### config.mk
export PLATFORM = sky130hd
export DESIGN_NAME = spi_sfr_arb
export DESIGN_NICKNAME = d
export VERILOG_FILES = /design/src/rtl/spi_sfr_arb.sv
export SDC_FILE = /design/constraint.sdc
export NUM_CORES = 1
export LEC_CHECK = 0
export BUFFER_PORTS_ARGS = -buffer_cell sky130_fd_sc_hd__buf_2
export CAP_MARGIN = 20
export CORE_UTILIZATION = 37
export DETAILED_ROUTE_END_ITERATION = 16
export PLACE_DENSITY_LB_ADDON = 0.15
export SYNTH_ARGS = -nofsm -noshare
export SYNTH_HDL_FRONTEND = slang
export SYNTH_SLANG_ARGS = --single-unit
### constraint.sdc
create_clock -name clk -period 2.4 [get_ports clk]
set_input_delay 0 -clock clk [delete_from_list [all_inputs] [get_ports clk]]
set_output_delay 0 -clock clk [all_outputs]
set_load 0.01 [all_outputs]
### src/rtl/spi_sfr_arb.sv
// Two-requester (host / SPI core) arbiter onto a single SFR port, with host lock.
// Define SFR_ARB_RR_EN for round-robin arbitration; default is fixed priority, SPI core first.

module spi_sfr_arb (
  input  logic       clk,
  input  logic       rst,
  input  logic       h_req,
  input  logic       h_we,
  input  logic [2:0] h_addr,
  input  logic [7:0] h_wdata,
  input  logic       h_lock,
  output logic       h_ack,
  output logic [7:0] h_rdata,
  output logic       h_err,
  input  logic       s_req,
  input  logic       s_we,
  input  logic [2:0] s_addr,
  input  logic [7:0] s_wdata,
  output logic       s_ack,
  output logic [7:0] s_rdata,
  output logic       s_err,
  output logic       sfrwe,
  output logic [2:0] sfraddr_w,
  output logic [2:0] sfraddr_r,
  output logic [7:0] sfrdatai,
  input  logic [7:0] sfrdatao
);

  // state | meaning
  // IDLE  | wait for an eligible request, latch the winner's payload
  // ACC   | drive the SFR port for one cycle, capture read data
  // RESP  | one-cycle ack to the winner with rdata/err
  typedef enum logic [1:0] {IDLE, ACC, RESP} state_t;

  state_t     state, state_nx;
  logic       win_s;
  logic       lat_we;
  logic [2:0] lat_addr;
  logic [7:0] lat_wdata;
  logic [7:0] rdata_q;
  logic       err_q;
  logic       lock_q;
  logic       mask_h, mask_s;
  logic [2:0] raddr_q;
  logic       elig_h, elig_s, grant, pick_s;
  logic       sel_we;
  logic [2:0] sel_addr;
  logic [7:0] sel_wdata;
  logic       lat_legal, sel_legal;
`ifdef SFR_ARB_RR_EN
  logic       ptr_q;
`endif

  function automatic logic legal(input logic [2:0] a);
    return !(a[2] & a[1]);
  endfunction

  // A held lock shuts the SPI core out; the requester just served sits out one IDLE cycle.
  assign elig_h = h_req & ~mask_h;
  assign elig_s = s_req & ~mask_s & ~lock_q;
  assign grant  = elig_h | elig_s;

`ifdef SFR_ARB_RR_EN
  assign pick_s = elig_s & (~elig_h | ptr_q);
`else
  assign pick_s = elig_s;
`endif

  assign sel_we    = pick_s ? s_we    : h_we;
  assign sel_addr  = pick_s ? s_addr  : h_addr;
  assign sel_wdata = pick_s ? s_wdata : h_wdata;
  assign sel_legal = legal(sel_addr);
  assign lat_legal = legal(lat_addr);

  always_comb begin
    state_nx = state;
    case (state)
      IDLE:    if (grant) state_nx = ACC;
      ACC:     state_nx = RESP;
      RESP:    state_nx = IDLE;
      default: state_nx = IDLE;
    endcase
  end

  always_ff @(posedge clk or negedge rst) begin
    if (!rst) begin
      state     <= IDLE;
      win_s     <= 1'b0;
      lat_we    <= 1'b0;
      lat_addr  <= 3'd0;
      lat_wdata <= 8'd0;
      rdata_q   <= 8'd0;
      err_q     <= 1'b0;
      lock_q    <= 1'b0;
      mask_h    <= 1'b0;
      mask_s    <= 1'b0;
      raddr_q   <= 3'd0;
`ifdef SFR_ARB_RR_EN
      ptr_q     <= 1'b0;
`endif
    end else begin
      state  <= state_nx;
      mask_h <= 1'b0;
      mask_s <= 1'b0;
      case (state)
        IDLE: begin
          if (grant) begin
            win_s     <= pick_s;
            lat_we    <= sel_we;
            lat_addr  <= sel_addr;
            lat_wdata <= sel_wdata;
            if (!sel_we && sel_legal) raddr_q <= sel_addr;
          end
        end
        ACC: begin
          rdata_q <= (!lat_we && lat_legal) ? sfrdatao : 8'd0;
          err_q   <= ~lat_legal;
        end
        RESP: begin
          mask_h <= ~win_s;
          mask_s <= win_s;
          if (!win_s) lock_q <= h_lock;
`ifdef SFR_ARB_RR_EN
          ptr_q  <= ~win_s;
`endif
        end
        default: ;
      endcase
    end
  end

  assign sfrwe     = (state == ACC) & lat_we & lat_legal;
  assign sfraddr_w = lat_addr;
  assign sfrdatai  = lat_wdata;
  assign sfraddr_r = raddr_q;

  assign h_ack   = (state == RESP) & ~win_s;
  assign s_ack   = (state == RESP) &  win_s;
  assign h_rdata = h_ack ? rdata_q : 8'd0;
  assign s_rdata = s_ack ? rdata_q : 8'd0;
  assign h_err   = h_ack & err_q;
  assign s_err   = s_ack & err_q;

endmodule

# --- After elaboration in Yosys (flattened, before gate mapping) ---
# Cells that the tools add are included.
op_classes:
  magnitude_cmp: 0
  n_reduce_logical: 10
  muxes: 10
  add_sub_neg: 0
  n_eq_ne: 3
  n_div: 0
  n_bitwise: 16
  shift: 0
  n_mul: 0
op_table:
  columns: ["operator", "n"]
  rows:
  - ["$mux 8", 4]
  - ["$and 1x1->1", 11]
  - ["$logic_not 1->1", 4]
  - ["$not 1->1", 4]
  - ["$pmux 2 s2", 1]
  - ["$reduce_and 2->1", 2]
  - ["$mux 1", 3]
  - ["$mux 3", 1]
  - ["$reduce_and 3->1", 1]
  - ["$eq 2x1->1 const B", 1]
  - ["$eq 2x2->1 const B", 1]
  - ["$logic_and 1x1->1", 2]
  - ["$logic_not 2->1", 1]
  - ["$mux 2", 1]
  - ["$ne 2x2->1 const B", 1]
  - ["$or 1x1->1", 1]
totals:
  mem_bits_rw: 0
  reg_bits: 30
  out_inout_bits: 35
  latchBits: 0
  memories: 0
  wordCells: 50
  input_bits: 37
  mem_bits_ro: 0

# --- Longest topological paths before layout ---
depth:
  word_depth: 8
  mapped_depth: 5
  depth_no_buf: 4

# --- Least setup slack after synthesis ---
# No wires, ideal clock.
synth_path:
  path_type: "register to register"
  startpoint: "register mask_s"
  endpoint: "register raddr_q[0], in the netlist sfraddr_r[0]"
  period_less_slack_ns: 1.654
  path_stages_with_launch: 5
  setup_time_ns: 0.128
  arrival_time_ns: 1.526
  setup_slack_ns: 0.746
  n_path_buf: 1
  cell_sequence: "dfrtp_1 > nor3b_4 > buf_4 > mux2_2 > mux2_1"
synth_between:
  elab_chain_len: 8
  word_cells_on_any_way: 11
synth_lines:
  columns: ["item", "line_no", "rtl"]
  rows:
  - ["start: declaration", "43", "logic mask_h, mask_s;"]
  - ["start signal: assignment", "121", "mask_s <= win_s;"]
  - ["$not 1->1 (*)", "60", "assign elig_s = s_req & ~mask_s & ~lock_q;"]
  - ["$and 1x1->1 (*) (2 in a row)", "60", null]
  - ["$mux 3", "70", "assign sel_addr = pick_s ? s_addr : h_addr;"]
  - ["$and 1x1->1", "55", "return !(a[2] & a[1]);"]
  - ["$logic_not 1->1", "55", null]
  - ["$logic_and 1x1->1", "112", "if (!sel_we && sel_legal) raddr_q <= sel_addr;"]
  - ["$reduce_and 3->1 (no source line)", null, null]
  - ["end signal: assignment", "112", null]
  - ["end: declaration", "44", "logic [2:0] raddr_q;"]
# Every way passes the cells marked *; elsewhere a longest branch is shown, timed or not.
# A chain may end at the register's enable or synchronous reset.

# --- Final worst setup path ---
layout_path:
  startpoint: "register mask_s"
  endpoint: "register lat_wdata[0], in the netlist sfrdatai[0]"
layout_between:
  elab_chain_len: 5
  word_cells_on_any_way: 6
layout_lines:
  columns: ["item", "line_no", "rtl"]
  rows:
  - ["$not 1->1 (*)", "60", null]
  - ["$and 1x1->1 (*) (2 in a row)", "60", null]
  - ["$or 1x1->1", "61", "assign grant = elig_h | elig_s;"]
  - ["$reduce_and 2->1 (no source line)", null, null]
  - ["end signal: assignment", "111", "lat_wdata <= sel_wdata;"]
  - ["end: declaration", "39", "logic [7:0] lat_wdata;"]
# Marked as above.

==> flow_summary.ini <==
[layout]
final_common_cell = buf_2
multi_input_area_um2 = 567
final_net_count = 259
final_cell_mix = buf_2 (71), dfrtp_1 (30), dlygate4sd3_1 (26), and2_1 (19), nand2_1 (12)
antenna_cells = 0
stdcell_count = 269
ff_latch_area_um2 = 751
area.growth.synth_to_final_pct = 53.7
fillers = 308
final_design_area_no_fill_mm2 = 0.00209
drive_gt1_frac = 0.386

[logic_synthesis]
netlist_area_mm2 = 0.00136
synth_compound_area_frac = 0.128
yosysWarnings = 0
synthAdderAreaFrac = 0
synth_edf_count = 0
synth_ff_type = dfrtp_1
yosys.area_share.simple = 0.175
yosysTopAreaCell = dfrtp_1
async_flop_share = 1.00
synth_top_family_by_area = simple AND/OR/NAND/NOR gates
synth.net_count = 159
syn_area_per_cell_um2 = 11.1
synth_xor_area_frac = 0
yosysUniqueCellTypes = 23
ys_ff_latch = 30
synth_top_area_frac = 0.552
synth_mux_area_frac = 0.114
synth_cells = 122
synth_area_leaders = dfrtp_1 (55%), and2_1 (8.7%), mux2i_1 (8.1%)
synth-seq-area-share = 0.552

[pwr]
clkPwrFrac = 0.152
combPwrFrac = 0.440
p_per_area_mw_per_mm2 = 1020
p_total_uw = 2130
seqPwrFrac = 0.409
sw_frac_of_total = 0.382
p_leak_uw = 0.00111
power.switching_uw = 813
p_int_uw = 1320
irDropWorstVdd_mv = 0.451

[detailed_routing]
drt-initial-drc-count = 65
wl_per_cell_um = 13.5
dr_wl_met2_um = 1810
topRoutingLayerUsed = met4
ant_nets = 0
drt-total-wl_um = 3640
vias = 1288
m1WireLength_um = 1480
met3WireLength_um = 242
route.detailed.drc = 0
dr.pass1.iters = 4
vias_per_cell = 4.79

[critical_path]
path_class = reg -> reg
slowest_stage = dlygate4sd3_1
crit_end = sfrdatai[0]
rr_endpoint = sfrdatai[0]
startpoint_type = flip-flop
critPathMaxFanout = 9
r2r_slack_ns = 0.32
startpoint = mask_s
path_depth = 5
reg2reg_from = mask_s
critPathMaxStageDelay_ns = 0.58
endpoint_kind = flip-flop
crit_required_ns = 2.61
arrival_ns = 2.29
critPathBufInv = 2
crit_family = buffers and inverters
ff2ff_path_depth = 5
cp_cell_sequence = nor3b_4, buf_4, mux2i_1, dlygate4sd3_1, o21ai_0

[sta]
tightest_slew_ns = 0.679
setup_tns_ns = 0
slew_violations = 0
post-route-period-util = 0.868
period_minus_slack_ns = 2.08
hold_viol = 0
relSlewSlack = 0.547
grt_setup_unrepaired = no
fmax_mhz = 480
clock_skew_ns = 0.00875
setup_viol = 0

[clock_tree]
cts_made_buffers = 5
htreeDepth = 2
cts_tree = built
clkSlewWorstSetupHoldPaths_ns = 0.10
worstSkewPairLatency_ns = 0.33
clock-sinks = 30
cts_root_buf = clkbuf_4
cts_buffer_depth = 2

[run_status]
status = finished, final reports clean

[floorplanning]
design.core.area_mm2 = 0.00342
die_h_um = 62.6
num_rows = 21
die_x_um = 62.6
ioPinCount = 72
die_area_mm2 = 0.00392
start_util = 0.398

[global_routing]
grt_max_degree = 31
grt_pass1_wl_um = 6210
grt_antenna_before_repair = 0
track_usage = 0.207
grt_pass1_vias = 1352
overflow = 0

[placement]
gp_congestion = 0.720
place_inst = 235
place_hpwl_um = 2340
port_buffers = 71
post_dp_cell_area_mm2 = 0.00176

[hold_path]
hp-class = in -> reg

[job]
drv_cap = 0
==> flip-flops by register name (all words and copies together), names as in the netlist <==
name	count
sfraddr_w	3
rdata_q	8
err_q	1
lock_q	1
mask_s	1
state	2
lat_we	1
sfraddr_r	3
mask_h	1
win_s	1
sfrdatai	8
==> through the flow <==
stage,setup WS [ns],hold WS [ns],utilization
after floorplan,0.746,-0.296,-
after global placement,0.746,0.0642,0.516
after CTS,0.391,0.0262,0.611
after detailed placement,0.646,0.0816,0.516
after global routing,0.246,0.0207,0.611
final,0.316,0.0336,0.611
==> tightest hold or removal path, stage by stage <==
cell    delay (ns)
buf_2         0.08
mux2_2        0.14
mux2_1        0.12
==> synth_stat cells (all sizes together), types with 2 or more instances <==
master and count:
dfrtp 30, and2 19, nand2 12, o21ai 12, mux2i 11, a22o 9
clkbuf 6, mux2 4, a21oi 3, inv 3, a31oi 2, and3 2
nor3b 2
==> metal layers <==
| metal | GRT usage | up-vias |
|---|---|---|
| li1 | - | 622 |
| met1 | 0.247 | 600 |
| met2 | 0.344 | 55 |
| met3 | 0.0602 | 11 |
| met4 | 0.0901 | 0 |
| met5 | 0 | - |
==> timing repair <==
item	4_1_cts	5_1_grt
endpoints found under the hold margin	47	0
buffers inserted	0	0
hold buffers	26	0
gates resized for setup	0	0
==> area by class of cell <==
cell class / count / share of cell area
inverter: 3 / 0.00539
tap: 46 / 0.0276
sequential: 30 / 0.359
clock buffer: 6 / 0.0246
timing repair buffer: 100 / 0.306
multi-input combinational: 82 / 0.271
clock inverter: 2 / 0.00599
==> kinds of logic (layout without fill, tap and decap cells) <==
logic type / Yosys count / in the layout
buffers and inverters: 10 / 111
AOI/OAI and AO/OA: 27 / 27
and+or+nand+nor: 40 / 40
DFF: 30 / 30
muxes: 15 / 15
==> power by group through the flow <==
stage	clock, µW	sequential, µW	combinational (µW)
2_1_floorplan	0	915	504
3_3_place_gp	0	866	847
3_5_place_dp	0	879	867
4_1_cts	331	871	932
5_1_grt	358	901	1040
6_report	323	871	937
==> worst min path at each step <==
| stage | start | endpoint | slack (ns) | cells past startpoint |
|---|---|---|---|---|
| 6_report | h_addr[0] | sfraddr_r[0] | 0.03 | 3 |
| 5_1_grt | h_addr[0] | sfraddr_r[0] | 0.02 | 3 |
| 4_1_cts | h_addr[0] | sfraddr_r[0] | 0.03 | 3 |
| 3_5_place_dp | rst | sfrdatai[4] | 0.08 | 1 |
| 3_3_place_gp | rst | sfrdatai[4] | 0.06 | 1 |
| 2_1_floorplan | rst | err_q | -0.30 | 0 |
(Power assumes the default switching activity.)
